### src/rtl/dvi_rx_word_align_if.sv
// ---------------------------------------------------------------------------
// dvi_rx_word_align_if
//
// Bundles the data path of one DVI receive channel word aligner.
//
//   datain    [4:0] deserialized 5-bit slice, datain[0] earliest on the wire
//   sym       [9:0] aligned TMDS symbol, sym[0] first on the wire
//   sym_valid       one-cycle pulse per new symbol while locked
//   is_ctrl         sym is one of the four control tokens
//   ctrl      [1:0] decoded C1:C0 when is_ctrl, else 0
//   locked          word alignment achieved
//   offset    [3:0] current bit offset, 0..9
//
// Modports:
//   master - the deserializer/decoder side: supplies slices, consumes symbols
//   slave  - the aligner itself: consumes slices, produces symbols
// ---------------------------------------------------------------------------
interface dvi_rx_word_align_if;
    logic [4:0] datain;
    logic [9:0] sym;
    logic       sym_valid;
    logic       is_ctrl;
    logic [1:0] ctrl;
    logic       locked;
    logic [3:0] offset;

    modport master (
        output datain,
        input  sym, sym_valid, is_ctrl, ctrl, locked, offset
    );

    modport slave (
        input  datain,
        output sym, sym_valid, is_ctrl, ctrl, locked, offset
    );
endinterface

### src/rtl/dvi_rx_word_align.sv
// ---------------------------------------------------------------------------
// dvi_rx_word_align
//
// Receive-side TMDS word aligner for one DVI channel. Takes one 5-bit slice
// per gclk from a 1:5 deserializer, keeps a 20-bit history and, every second
// cycle, extracts a 10-bit candidate symbol at the current bit offset.
// In HUNT the offset is stepped until CTRL_RUN consecutive control tokens
// are seen at one offset; in LOCKED the symbols are passed on with a valid
// pulse until LOSS_WINDOW symbols go by without any control token.
//
// Ports:
//   gclk    parallel (divided) clock, the only clock
//   resetn  synchronous active-low reset
//   bus     dvi_rx_word_align_if.slave (datain in; sym, sym_valid, is_ctrl,
//           ctrl, locked, offset out)
//
// Parameters:
//   CTRL_RUN        consecutive tokens at one offset needed to lock
//   SEARCH_TIMEOUT  symbols tried at one offset before stepping it
//   LOSS_WINDOW     token-free symbols tolerated while locked
// ---------------------------------------------------------------------------
module dvi_rx_word_align #(
    parameter int CTRL_RUN       = 8,
    parameter int SEARCH_TIMEOUT = 1024,
    parameter int LOSS_WINDOW    = 4096
) (
    input  logic                 gclk,
    input  logic                 resetn,
    dvi_rx_word_align_if.slave   bus
);

    // Counter widths hold the full parameter value so "reached" is exact.
    localparam int RUN_W = $clog2(CTRL_RUN + 1);
    localparam int SYM_W = $clog2(SEARCH_TIMEOUT + 1);
    localparam int GAP_W = $clog2(LOSS_WINDOW + 1);

    localparam logic [RUN_W-1:0] RUN_MAX = RUN_W'(CTRL_RUN);
    localparam logic [SYM_W-1:0] SYM_MAX = SYM_W'(SEARCH_TIMEOUT);
    localparam logic [GAP_W-1:0] GAP_MAX = GAP_W'(LOSS_WINDOW);

    // TMDS control tokens, bit 9 down to bit 0.
    localparam logic [9:0] TOK_C00 = 10'b1101010100;
    localparam logic [9:0] TOK_C01 = 10'b0010101011;
    localparam logic [9:0] TOK_C10 = 10'b0101010100;
    localparam logic [9:0] TOK_C11 = 10'b1010101011;

    typedef enum logic {
        HUNT   = 1'b0,
        LOCKED = 1'b1
    } state_t;

    // -----------------------------------------------------------------------
    // State
    // -----------------------------------------------------------------------
    logic [19:0]      sr;
    logic             phase;
    state_t           state,       state_nxt;
    logic [3:0]       offset,      offset_nxt;
    logic [RUN_W-1:0] run_cnt,     run_cnt_nxt;
    logic [SYM_W-1:0] sym_cnt,     sym_cnt_nxt;
    logic [GAP_W-1:0] gap_cnt,     gap_cnt_nxt;
    logic [9:0]       sym_q,       sym_nxt;
    logic             sym_valid_q, sym_valid_nxt;
    logic             is_ctrl_q,   is_ctrl_nxt;
    logic [1:0]       ctrl_q,      ctrl_nxt;

    // -----------------------------------------------------------------------
    // Candidate extraction and token decode
    // -----------------------------------------------------------------------
    logic [9:0] cand;
    logic       cand_hit;
    logic [1:0] cand_code;

    // sr[0] is the oldest bit, so the window starting at 'offset' is the
    // symbol whose first wire bit sits 'offset' bits into the history.
    assign cand = sr[offset +: 10];

    // NOTE: every always_comb output gets a default first; a path that left
    // one unassigned would infer a latch.
    always_comb begin
        cand_hit  = 1'b0;
        cand_code = 2'b00;
        case (cand)
            TOK_C00: begin cand_hit = 1'b1; cand_code = 2'b00; end
            TOK_C01: begin cand_hit = 1'b1; cand_code = 2'b01; end
            TOK_C10: begin cand_hit = 1'b1; cand_code = 2'b10; end
            TOK_C11: begin cand_hit = 1'b1; cand_code = 2'b11; end
            default: ;
        endcase
    end

    // -----------------------------------------------------------------------
    // Saturating counter updates for the symbol being emitted
    // -----------------------------------------------------------------------
    logic [RUN_W-1:0] run_inc;
    logic [SYM_W-1:0] sym_inc;
    logic [GAP_W-1:0] gap_inc;
    logic [3:0]       offset_adv;

    assign run_inc = !cand_hit            ? '0      :
                     (run_cnt == RUN_MAX) ? run_cnt : run_cnt + 1'b1;
    assign sym_inc = (sym_cnt == SYM_MAX) ? sym_cnt : sym_cnt + 1'b1;
    assign gap_inc = cand_hit             ? '0      :
                     (gap_cnt == GAP_MAX) ? gap_cnt : gap_cnt + 1'b1;

    // Offsets run 0..9 and wrap; 10..15 are never used.
    assign offset_adv = (offset == 4'd9) ? 4'd0 : offset + 4'd1;

    // -----------------------------------------------------------------------
    // FSM next-state and output logic
    // -----------------------------------------------------------------------
    always_comb begin
        state_nxt     = state;
        offset_nxt    = offset;
        run_cnt_nxt   = run_cnt;
        sym_cnt_nxt   = sym_cnt;
        gap_cnt_nxt   = gap_cnt;
        sym_nxt       = sym_q;
        is_ctrl_nxt   = is_ctrl_q;
        ctrl_nxt      = ctrl_q;
        sym_valid_nxt = 1'b0;

        if (phase) begin
            // Emit cycle: sym, is_ctrl and ctrl move together.
            sym_nxt     = cand;
            is_ctrl_nxt = cand_hit;
            ctrl_nxt    = cand_hit ? cand_code : 2'b00;

            case (state)
                HUNT: begin
                    run_cnt_nxt = run_inc;
                    sym_cnt_nxt = sym_inc;
                    // Lock wins over a timeout landing on the same symbol.
                    if (run_inc == RUN_MAX) begin
                        state_nxt   = LOCKED;
                        gap_cnt_nxt = '0;
                    end else if (sym_inc == SYM_MAX) begin
                        offset_nxt  = offset_adv;
                        run_cnt_nxt = '0;
                        sym_cnt_nxt = '0;
                    end
                end
                LOCKED: begin
                    if (gap_inc == GAP_MAX) begin
                        state_nxt   = HUNT;
                        offset_nxt  = offset_adv;
                        run_cnt_nxt = '0;
                        sym_cnt_nxt = '0;
                        gap_cnt_nxt = '0;
                    end else begin
                        gap_cnt_nxt = gap_inc;
                    end
                end
                default: state_nxt = HUNT;
            endcase

            // The pulse follows the lock state after this edge: the locking
            // token gets one, the symbol that drops lock does not.
            sym_valid_nxt = (state_nxt == LOCKED);
        end
    end

    // -----------------------------------------------------------------------
    // Registers
    // -----------------------------------------------------------------------
    // NOTE: sequential state uses non-blocking assignments so every flop
    // samples pre-edge values regardless of statement order.
    always_ff @(posedge gclk) begin
        if (!resetn) begin
            sr          <= '0;
            phase       <= 1'b0;
            state       <= HUNT;
            offset      <= 4'd0;
            run_cnt     <= '0;
            sym_cnt     <= '0;
            gap_cnt     <= '0;
            sym_q       <= '0;
            sym_valid_q <= 1'b0;
            is_ctrl_q   <= 1'b0;
            ctrl_q      <= 2'b00;
        end else begin
            sr          <= {bus.datain, sr[19:5]};
            phase       <= ~phase;
            state       <= state_nxt;
            offset      <= offset_nxt;
            run_cnt     <= run_cnt_nxt;
            sym_cnt     <= sym_cnt_nxt;
            gap_cnt     <= gap_cnt_nxt;
            sym_q       <= sym_nxt;
            sym_valid_q <= sym_valid_nxt;
            is_ctrl_q   <= is_ctrl_nxt;
            ctrl_q      <= ctrl_nxt;
        end
    end

    // -----------------------------------------------------------------------
    // Outputs
    // -----------------------------------------------------------------------
    assign bus.sym       = sym_q;
    assign bus.sym_valid = sym_valid_q;
    assign bus.is_ctrl   = is_ctrl_q;
    assign bus.ctrl      = ctrl_q;
    assign bus.locked    = (state == LOCKED);
    assign bus.offset    = offset;

endmodule
### src/flat_wrapper.sv
// flat-port wrapper written by rule: the top's interface ports become plain ports
module dvi_rx_word_align_flat 
#(
    parameter int CTRL_RUN       = 8,
    parameter int SEARCH_TIMEOUT = 1024,
    parameter int LOSS_WINDOW    = 4096
)
  (gclk, resetn, bus_datain, bus_sym, bus_sym_valid, bus_is_ctrl, bus_ctrl, bus_locked, bus_offset);
  dvi_rx_word_align_if bus_i ();
  input  logic gclk;
  input  logic resetn;
  input wire logic [$bits(bus_i.datain)-1:0] bus_datain;
  output wire logic [$bits(bus_i.sym)-1:0] bus_sym;
  output wire logic [$bits(bus_i.sym_valid)-1:0] bus_sym_valid;
  output wire logic [$bits(bus_i.is_ctrl)-1:0] bus_is_ctrl;
  output wire logic [$bits(bus_i.ctrl)-1:0] bus_ctrl;
  output wire logic [$bits(bus_i.locked)-1:0] bus_locked;
  output wire logic [$bits(bus_i.offset)-1:0] bus_offset;
  assign bus_i.datain = bus_datain;
  assign bus_sym = bus_i.sym;
  assign bus_sym_valid = bus_i.sym_valid;
  assign bus_is_ctrl = bus_i.is_ctrl;
  assign bus_ctrl = bus_i.ctrl;
  assign bus_locked = bus_i.locked;
  assign bus_offset = bus_i.offset;
  dvi_rx_word_align #(.CTRL_RUN(CTRL_RUN), .SEARCH_TIMEOUT(SEARCH_TIMEOUT), .LOSS_WINDOW(LOSS_WINDOW)) u_core (.gclk(gclk), .resetn(resetn), .bus(bus_i));
endmodule
### config.mk
export PLATFORM = sky130hd
export DESIGN_NAME = dvi_rx_word_align_flat
export DESIGN_NICKNAME = d
export VERILOG_FILES = /design/src/rtl/dvi_rx_word_align_if.sv /design/src/rtl/dvi_rx_word_align.sv /design/src/flat_wrapper.sv
export SDC_FILE = /design/constraint.sdc
export NUM_CORES = 1
export LEC_CHECK = 0
export CAP_MARGIN = 0
export CORE_MARGIN = 3
export CORE_UTILIZATION = 30
export DETAILED_ROUTE_END_ITERATION = 6
export DONT_BUFFER_PORTS = 1
export HOLD_SLACK_MARGIN = 0.05
export MAX_ROUTING_LAYER = met4
export PLACE_DENSITY = 0.51
export RECOVER_POWER = 25
export SLEW_MARGIN = 20
export SYNTH_ARGS = -nofsm -noshare
export SYNTH_HDL_FRONTEND = slang
export SYNTH_SLANG_ARGS = --single-unit
### constraint.sdc
create_clock -name gclk -period 4.3 [get_ports gclk]
set_input_delay 0.86 -clock gclk [delete_from_list [all_inputs] [get_ports gclk]]
set_output_delay 0.86 -clock gclk [all_outputs]
set_load 0.01 [all_outputs]
## Word-level counts from Yosys, hierarchy flattened

Cells that the tools add are included.
W data, S select, Z words.

- Output and inout bits: 19
- Input bits: 7
- Memories: 0
- Bits in latches: 0
- Logic and storage cells: 65
- RAM bits: 0
- Flip-flop bits (word level): 68
- Bits in read-only memories: 0

- Shift-type cells: 1
- $mul: 0
- Reduce and logical (&&, ||, !) cells: 5
- Divide/modulo/power cells: 0
- Bitwise operators: 2
- Eq/ne operators: 15
- Muxes and demuxes: 27
- Add/sub/neg operators: 4
- Order comparisons: 0

Operators with widths:

| cell | number |
|---|---|
| $mux W13 | 4 |
| $mux W11 | 4 |
| $mux W4 | 9 |
| $eq A13 B13 Y1 const B | 2 |
| $pmux W13 S2 | 1 |
| $eq A11 B11 Y1 const B | 2 |
| $pmux W11 S2 | 1 |
| $eq A10 B10 Y1 const B | 2 |
| $shiftx A20 B5 Y10 | 1 |
| $pmux W4 S2 | 2 |
| $add A13 B1 Y13 const B | 1 |
| $eq A4 B4 Y1 const B | 3 |
| $add A11 B1 Y11 const B | 1 |
| $eq A10 B8 Y1 const B | 1 |
| $eq A10 B9 Y1 const B | 1 |
| $add A4 B1 Y4 const B | 2 |
| $pmux W2 S3 | 1 |
| $reduce_and A2 Y1 | 3 |
| $ne A2 B1 Y1 const B | 2 |
| $ne A2 B2 Y1 const B | 2 |
| $reduce_and A4 Y1 | 1 |
| $reduce_or A4 Y1 | 1 |
| $mux W1 | 3 |
| $mux W2 | 1 |
| other kinds (2) | 3 |

## Longest topological paths before layout

Gate-level depths: netlist of the first run.

- Depth after elaboration: 8
- Gate-level depth with buffers: 14
- Mapped depth without buffers: 11

## Worst setup path after synthesis of the first run

Ideal clock, no wire load.

- Path type: flip-flop to flip-flop
- From: reg u_core.offset[1] (netlist: u_core.bus.offset[1])
- To: reg u_core.run_cnt[2]
- Cell stages (with the launch flop): 12
- Arrival: 3.190 ns
- Period minus slack after synthesis: 3.264 ns
- Setup time: 0.074 ns
- Path buffers: 3
- Path slack: 1.036 ns
- Data required time: 4.226 ns
- Cell sequence: dfxtp_1 -> buf_6 -> buf_12 -> mux2_4 -> mux4_2 -> nor3_4 -> o2111ai_4 -> and2_4 -> buf_6 -> or4_1 -> or3b_1 -> a31oi_1

- Cells in the longest elaborated chain, start to end: 8
- Elaborated cells on any way between the ends: 16
- Those cells by class: eq/ne: 7; shift: 1; mux: 6; reduce/logical: 2

Ends and longest elaborated chain:

| what | line | source |
|---|---|---|
| start: declaration | dvi_rx_word_align.sv:58 | `logic [3:0] offset, offset_nxt;` |
| start signal: assignment | dvi_rx_word_align.sv:185 | `offset <= offset_nxt;` |
| $shiftx A20 B5 Y10 (*) | dvi_rx_word_align.sv:76 | `assign cand = sr[offset +: 10];` |
| $eq A10 B10 Y1, or another cell as far along | dvi_rx_word_align.sv:83 | `case (cand)` |
| $reduce_or A4 Y1 (no line) (*) | n/a |  |
| $mux W1 (*) | dvi_rx_word_align.sv:83 |  |
| $mux W13 / $mux W4 (equally long branches) | dvi_rx_word_align.sv:103, dvi_rx_word_align.sv:100 |  |
| $eq A13 B13 Y1, or another cell as far along | dvi_rx_word_align.sv:144 | `if (gap_inc == GAP_MAX) begin` |
| $ne A2 B2 Y1 (no line) / $mux W4 (equally long branches) | n/a |  |
| $reduce_and A2 Y1 (no line) / $pmux W4 S2 (equally long branches) | n/a |  |
| end signal: assignment | dvi_rx_word_align.sv:186 | `run_cnt <= run_cnt_nxt;` |
| end: declaration | dvi_rx_word_align.sv:59 | `logic [RUN_W-1:0] run_cnt, run_cnt_nxt;` |

Every way passes the cells marked *; elsewhere a longest branch is shown, timed or not.
A chain may end at the register's enable or synchronous reset.

## Worst setup path in the final report of the first run

- From: reg u_core.offset[1] (netlist: u_core.bus.offset[1])
- To: reg u_core.sym_cnt[0]

- Cells in the longest elaborated chain, start to end: 8
- Elaborated cells on any way between the ends: 15
- Those cells by class: eq/ne: 7; shift: 1; mux: 5; reduce/logical: 2

Ends and longest elaborated chain:

| what | line | source |
|---|---|---|
| $shiftx A20 B5 Y10 (*) | dvi_rx_word_align.sv:76 |  |
| $eq A10 B10 Y1, or another cell as far along | dvi_rx_word_align.sv:83 |  |
| $reduce_or A4 Y1 (no line) (*) | n/a |  |
| $mux W1 (*) | dvi_rx_word_align.sv:83 |  |
| $mux W13 / $mux W4 (equally long branches) | dvi_rx_word_align.sv:103, dvi_rx_word_align.sv:100 |  |
| $eq A13 B13 Y1 / $eq A4 B4 Y1 (equally long branches) | dvi_rx_word_align.sv:144, dvi_rx_word_align.sv:134 |  |
| $ne A2 B2 Y1 (no line) / $mux W11 (equally long branches) | n/a |  |
| $reduce_and A2 Y1 (no line) / $pmux W11 S2 (equally long branches) | n/a |  |
| end signal: assignment | dvi_rx_word_align.sv:187 | `sym_cnt <= sym_cnt_nxt;` |
| end: declaration | dvi_rx_word_align.sv:60 | `logic [SYM_W-1:0] sym_cnt, sym_cnt_nxt;` |

Marked as above.

==> results of run 1 <==
[worst max-delay path, delay by kind of cell (launching register included)]
family                 cells  cell delay (ns)
DFF                        1             0.83
AOI/OAI and AO/OA          5             1.16
and+or+nand+nor            3             1.17
buffers and inverters      1             0.34
muxes                      1             0.36
[registers in the layout, summed over array words and instances, names as in the netlist]
| signal | flops |
|---|---|
| u_core.sym_cnt | 11 |
| u_core.gap_cnt | 13 |
| u_core.bus.is_ctrl | 1 |
| u_core.bus.sym | 10 |
| u_core.bus.locked | 1 |
| u_core.phase | 1 |
| u_core.bus.ctrl | 2 |
| u_core.bus.offset | 4 |
| u_core.bus.sym_valid | 1 |
| u_core.run_cnt | 4 |
| u_core.sr | 20 |
[stage by stage]
stage	cell area (µm²)	setup WS (ns)	power, mW	utilization, %
finish	4649	0.3340	1.525	34.43
detailed placement	4332	0.4582	0.7414	32.07
global route	4649	0.06310	1.575	34.43
CTS	4649	0.3651	1.537	34.43
global placement	4332	0.5610	0.7405	32.07
floorplan	4232	1.036	0.7244	-
[layout make-up]
type                    count  area, µm²
clock buffers              10      229.0
clock inverters             6      88.84
fillers                  1363       8856
inverters                  15      56.30
multi-input cells         376       2641
flip-flops and latches     68       1361
well taps                 176      220.2
repair buffers              7      52.55
[path summary, 6_finish.rpt]
path / startpoint / endpoint / slack [ns] / depth (start not counted)
setup reg to reg: u_core.bus.offset[1] / u_core.sym_cnt[0] / 0.33 / 10
hold reg to reg: u_core.run_cnt[3] / u_core.run_cnt[3] / 0.49 / 2
hold / removal: u_core.run_cnt[3] / u_core.run_cnt[3] / 0.49 / 2
setup / recovery: u_core.bus.offset[1] / u_core.sym_cnt[0] / 0.33 / 10
[cells in the final DEF, fill, tap and decap left out, types with 3 or more instances in the layout]
cell type  instances
or4_1              9
or3_1              7
or3b_1             3
o21ai_0           17
inv_1             14
o22ai_1            4
and3_1             6
and2_0             6
a211oi_1           5
ha_1               6
nor4_1             3
buf_4              7
mux2_2             8
nand3_1           23
clkbuf_16          9
nand3b_1           7
a22oi_1            3
nand2_1           59
nor3_1             5
mux4_2            10
xor2_1             5
nand2b_1          10
mux4_1             4
mux2i_1           15
a2bb2oi_1          6
dfxtp_1           68
a21oi_1           26
a31oi_1           10
xnor2_1            3
nor2b_1            7
and2_1            21
nor2_1            41
[per-layer routing]
layer / wire [µm] / share of wire, %
met2: 5006 / 48
met3: 493 / 4.7
met1: 4828 / 46
met4: 201 / 1.9
met5: 0 / 0
[logic make-up after synthesis]
family	count (synthesis)
mux	39
fa+ha+maj	6
buf+inv	48
simple gates	229
compound gates	94
flops	68
xor+xnor	8
[power by group]
group          internal [mW]  leakage [nW]  total, mW  switching, mW
Clock                  0.508         0.149      0.798          0.290
Combinational         0.0269         0.919     0.0631         0.0362
Sequential             0.645         0.553      0.664         0.0194
Total                   1.18          1.62       1.52          0.346
==> summary.txt, run 1 <==
GRT
  – Grt met2 use: between 20% and 30%
  – Final global-route overflow total: 0
  – First-pass GRT wire length: between 15 and 20 mm
  – GRT busiest layer: met2
  – Routing usage on met3: between 3 and 4%
  – Total global routing track utilization: between 10 and 15%
  – Initial antenna violation count: 0
  – Vias in the first global route: 3380
  – Met1 usage: ~17%
  – Largest net degree at the start of global routing: 37

Setup path
  – Worst Path Required: 4.55 ns
  – Critical path capture point type: flop
  – CP Cell Sequence: buf_4 > mux2_2 > a22oi_1 > o22ai_1 > nor3_1 > o2111ai_4 > and2_4 > o21a_1 > or4b_1 > a31oi_1
  – CP Class: flop to flop
  – Nature of the critical path startpoint: flop
  – Worst Path Arrival: approximately 4.2 ns
  – Crit-path slowest cell: dfxtp_1
  – CP max FO: 19
  – Worst path max stage delay: 0.83 ns

Yosys
  – Synth Cell Area: about 4200 µm²
  – Synth Area in Compound Gates: between 10% and 20%
  – Asr flop ratio synth: 0%
  – Largest family of logic cells by synthesized area: simple AND/OR/NAND/NOR gates
  – Ys flop type: dfxtp_1
  – Mapped Cells: just under 500
  – Post-synth EDFFs: 0
  – Fraction of the yosys area taken by sequential cells: 32.17%
  – Synth Area in XOR/XNOR: about 1.7%
  – Syn_nets: about 510
  – Most numerous cell in the Yosys netlist: dfxtp_1
  – Top cells by count, synth: 68 x dfxtp_1, 59 x nand2_1, 41 x nor2_1
  – FF+latch count, synth: just under 70
  – Largest cells by area after synthesis: dfxtp_1 32%, mux4_2 5.3%, nand2_1 5.2%
  – Synth Area in Simple Gates: 29.39%
  – Adder-Cell Fraction of Synth Area: between 1.5 and 2%
  – YS warnings: 0
  – Yosys top cell area share: about a third
  – Post-synthesis mux area share: between 10% and 20%
  – Largest area contributor in the netlist: dfxtp_1
  – Synthesized area per cell: 8.601 µm²
  – Distinct cells, synth: 73

STA
  – RSZ-0062 raised after global routing: no
  – Rel. slew slack: a little over a third
  – Slew of the pin with the lowest slew margin: slightly below 1 ns
  – WHS: between 0.4 and 0.5 ns
  – Final period util: between 90% and 100%
  – Clk_skew: between 0.006 and 0.007 ns
  – Max frequency: around 250 MHz
  – Max-slew violations: 0
  – Hold Vio Cnt, Final: 0
  – Setup_tns: 0 ns
  – Endpoints failing setup: 0
  – Min Clock Period, post-route: ~4.0 ns

Placement
  – Dpl hpwl: between 7 and 8 mm
  – # port buffers: 0
  – Final GP Congestion: 0.8103
  – Dpl cells: around 640

Final layout
  – Finished Layout Cells: between 600 and 700
  – Number of inserted diodes: 0
  – Share of cells above drive strength 1: a little under an eighth
  – Final net count: between 400 and 500
  – Area grow syn2layout: 9.876%

Clock tree
  – Clock-pin slew on the worst setup and hold paths: 0.06 ns
  – Sink Count: 68
  – Worst-Skew Late Latency: about 0.34 ns
  – H-tree depth: 3
  – CTS Buf Count: 9
  – # hold bufs at CTS: 0
  – Clock root cell: clkbuf_16
  – Total setup buffers inserted after CTS: 0
  – Clock Path Buffers: 2
  – Post-CTS Resized: 0
  – CTS tree: done

Detailed routing
  – DRT antenna net count: 0
  – Routed WL: 10.53 mm
  – DRC: 0
  – Vias after detailed routing: roughly 3500
  – Detailed Route Iter0 Violations: about 270
  – DR pass1 iterations: 4
  – Routed WL per cell: between 15 and 20 µm
  – Vias/cell: approximately 5.3

Die
  – Top Ports: 26
  – Core Area: between 10000 and 15000 µm²
  – Height of the die: approximately 120 µm
  – FP Rows: 42
  – Die Area: approximately 16000 µm²
  – Die width: between 100 and 150 µm
  – Initial Util: between 30 and 40%

Hold path
  – Hold Crit Class: flop to flop

Power
  – Peak supply drop: 219.1 µV
  – P_leak: around 1.6 nW
  – Pwr dens: ~330 nW/µm²

Run
  – Max-Cap Viols: 0

Run status
  – Status: complete, no violations
Note: power is estimated with default switching activity, not from simulation.
==> inputs of run 2 (changes only) <==
--- a/config.mk
+++ b/config.mk
@@ -6,13 +6,15 @@
 export NUM_CORES = 1
 export LEC_CHECK = 0
 export CAP_MARGIN = 0
+export CELL_PAD_IN_SITES_DETAIL_PLACEMENT = 1
+export CELL_PAD_IN_SITES_GLOBAL_PLACEMENT = 1
 export CORE_MARGIN = 3
 export CORE_UTILIZATION = 30
 export DETAILED_ROUTE_END_ITERATION = 6
 export DONT_BUFFER_PORTS = 1
 export HOLD_SLACK_MARGIN = 0.05
 export MAX_ROUTING_LAYER = met4
-export PLACE_DENSITY = 0.51
+export PLACE_DENSITY = 0.6
 export RECOVER_POWER = 25
 export SLEW_MARGIN = 20
 export SYNTH_ARGS = -nofsm -noshare
==> summary.txt, run 2 (same netlist as run 1, synthesis figures left out) <==
GRT
  – Vias in the first global route: 3727
  – Met1 usage: 19.29%
  – First-pass GRT wire length: between 15 and 20 mm
  – Initial antenna violation count: 0
  – Grt met2 use: between 20% and 30%
  – Routing usage on met3: ~3.7%
  – GRT busiest layer: met2
  – Total global routing track utilization: around 16%
  – Final global-route overflow total: 0
  – Largest net degree at the start of global routing: 37

Setup path
  – Crit Reg-Reg Endpoint: u_core.sym_cnt[0]
  – Reg-to-reg slack, setup: between 0.6 and 0.7 ns
  – Critical path capture point type: flop
  – Worst Path Arrival: between 3 and 4 ns
  – CP max FO: 19
  – Nature of the critical path startpoint: flop
  – Worst Path Required: ~4.6 ns
  – Crit. Startpoint: u_core.bus.offset[1]
  – CP Class: flop to flop
  – Reg2reg start: u_core.bus.offset[1]
  – FF-to-FF path depth: 10

Placement
  – # port buffers: 0
  – Cell Area, Placed: ~4300 µm²
  – Final GP Congestion: approximately 0.82
  – Dpl hpwl: between 8 and 9 mm
  – Dpl cells: 644

Final layout
  – Number of inserted diodes: 0
  – Largest register FFs: 20
  – Sequential cell area: approximately 1400 µm²
  – Share of cells above drive strength 1: 12.19%
  – Highest-count cells in the layout ignoring fill and taps: 68 x dfxtp_1, 59 x nand2_1, 41 x nor2_1, 26 x a21oi_1, 23 x nand3_1
  – Area grow syn2layout: 10.08%
  – Final Cell Area: 4658 µm²
  – Finished Layout Cells: between 600 and 700
  – Fill cells: 1584
  – Commonest non-fill, non-tap cell in the layout: dfxtp_1
  – Final net count: 492
  – Most flops, register: u_core.sr
  – Multi-input gate area: 2641 µm²
  – Top flop regs: u_core.sr: 20 flops, u_core.gap_cnt: 13 flops, u_core.sym_cnt: 11 flops

Clock tree
  – Sink Count: 68
  – # hold bufs at CTS: 0
  – Clock-pin slew on the worst setup and hold paths: 0.06 ns
  – H-tree depth: 3
  – CTS tree: done
  – Clock Path Buffers: 2
  – CTS Buf Count: 9
  – Worst-Skew Late Latency: around 0.33 ns
  – Total setup buffers inserted after CTS: 0
  – Post-CTS Resized: 0
  – Clock root cell: clkbuf_16

STA
  – WHS: 0.4793 ns
  – Final period util: between 80% and 90%
  – Setup_tns: 0 ns
  – Endpoints failing setup: 0
  – RSZ-0062 raised after global routing: no
  – Max frequency: around 280 MHz
  – Rel. slew slack: 35.73%
  – Clk_skew: between 0.006 and 0.007 ns
  – Hold Vio Cnt, Final: 0
  – Max-slew violations: 0
  – Min Clock Period, post-route: ~3.6 ns
  – Slew of the pin with the lowest slew margin: 0.9630 ns

Run status
  – Status: complete, no violations

Power
  – Pwr dens: roughly 320 nW/µm²
  – P_leak: around 1.6 nW
  – Peak supply drop: approximately 220 µV
  – Tot Pwr: ~1.5 mW

Detailed routing
  – Routed WL: roughly 11 mm
  – DR pass1 iterations: 4
  – Vias after detailed routing: between 3000 and 4000
  – Vias/cell: roughly 5.4
  – Routed WL per cell: about 17 µm
  – DRC: 0
  – DRT antenna net count: 0
  – Detailed Route Iter0 Violations: 140

Die
  – FP Rows: 42
  – Initial Util: 31.33%
  – Die width: roughly 120 µm
  – Height of the die: roughly 120 µm
  – Core Area: roughly 14000 µm²
  – Top Ports: 26
  – Die Area: between 15000 and 20000 µm²

Hold path
  – Worst hold endpoint: u_core.run_cnt[3]
  – HP Start: u_core.run_cnt[3]
  – Hold depth: 2
  – Hold Crit Class: flop to flop

Run
  – Max-Cap Viols: 0
==> run 2: cell count changes in the layout (fill, tap and decap cells not counted), sizes merged <==
cell,before,now
buf,7,9
bufinv,2,1
clkinv,3,4
clkinvlp,2,1
inv,14,15
==> run 2: worst max path at each step <==
stage	to	slack [ns]	cells after the start
final	u_core.sym_cnt[0]	0.67	10
after global routing	u_core.sym_cnt[0]	0.36	10
after CTS	u_core.sym_cnt[0]	0.65	10
after detailed placement	u_core.sym_cnt[0]	0.66	10
after global placement	u_core.sym_cnt[0]	0.74	10
after floorplan	u_core.run_cnt[2]	1.04	11
==> run 2: power breakdown <==
part,switching (mW),internal [mW],total [mW]
sequential,0.0196,0.644,0.664
clock,0.299,0.470,0.769
combinational,0.0377,0.0271,0.0648
total,0.356,1.14,1.50
==> run 2: worst max-delay path, cell delays in order (launching register included) <==
cell and delay, ns:
dfxtp_1 0.66, buf_4 0.30, mux4_2 0.31, a22oi_1 0.30, o211ai_1 0.14, nor3_1 0.19, o2111ai_2 0.28, and2_4 0.26
o21a_1 0.37, or4b_1 0.56, a31oi_1 0.16
==> run 2: final cells by class <==
class / instances / area share, %
Multi-Input combinational cell: 376 / 56.70
Clock inverter: 6 / 1.558
Clock buffer: 10 / 5.130
Sequential cell: 68 / 29.22
Timing Repair Buffer: 9 / 1.450
Inverter: 15 / 1.209
Tap cell: 176 / 4.727
==> run 2: metrics by stage <==
step	setup slack (ns)	util, %
final	0.6677	34.49
after global routing	0.3615	34.49
after floorplan	1.036	-
after detailed placement	0.6572	32.18
after global placement	0.7433	32.18
after CTS	0.6471	34.49
==> run 2: layer usage <==
layer / share of wire [%] / wire length (µm) / vias up
met2: 46 / 5314 / 67
li1: - / - / 1754
met1: 47 / 5361 / 1737
met5: 0 / 0 / -
met3: 4.0 / 454 / 26
met4: 2.8 / 318 / 0
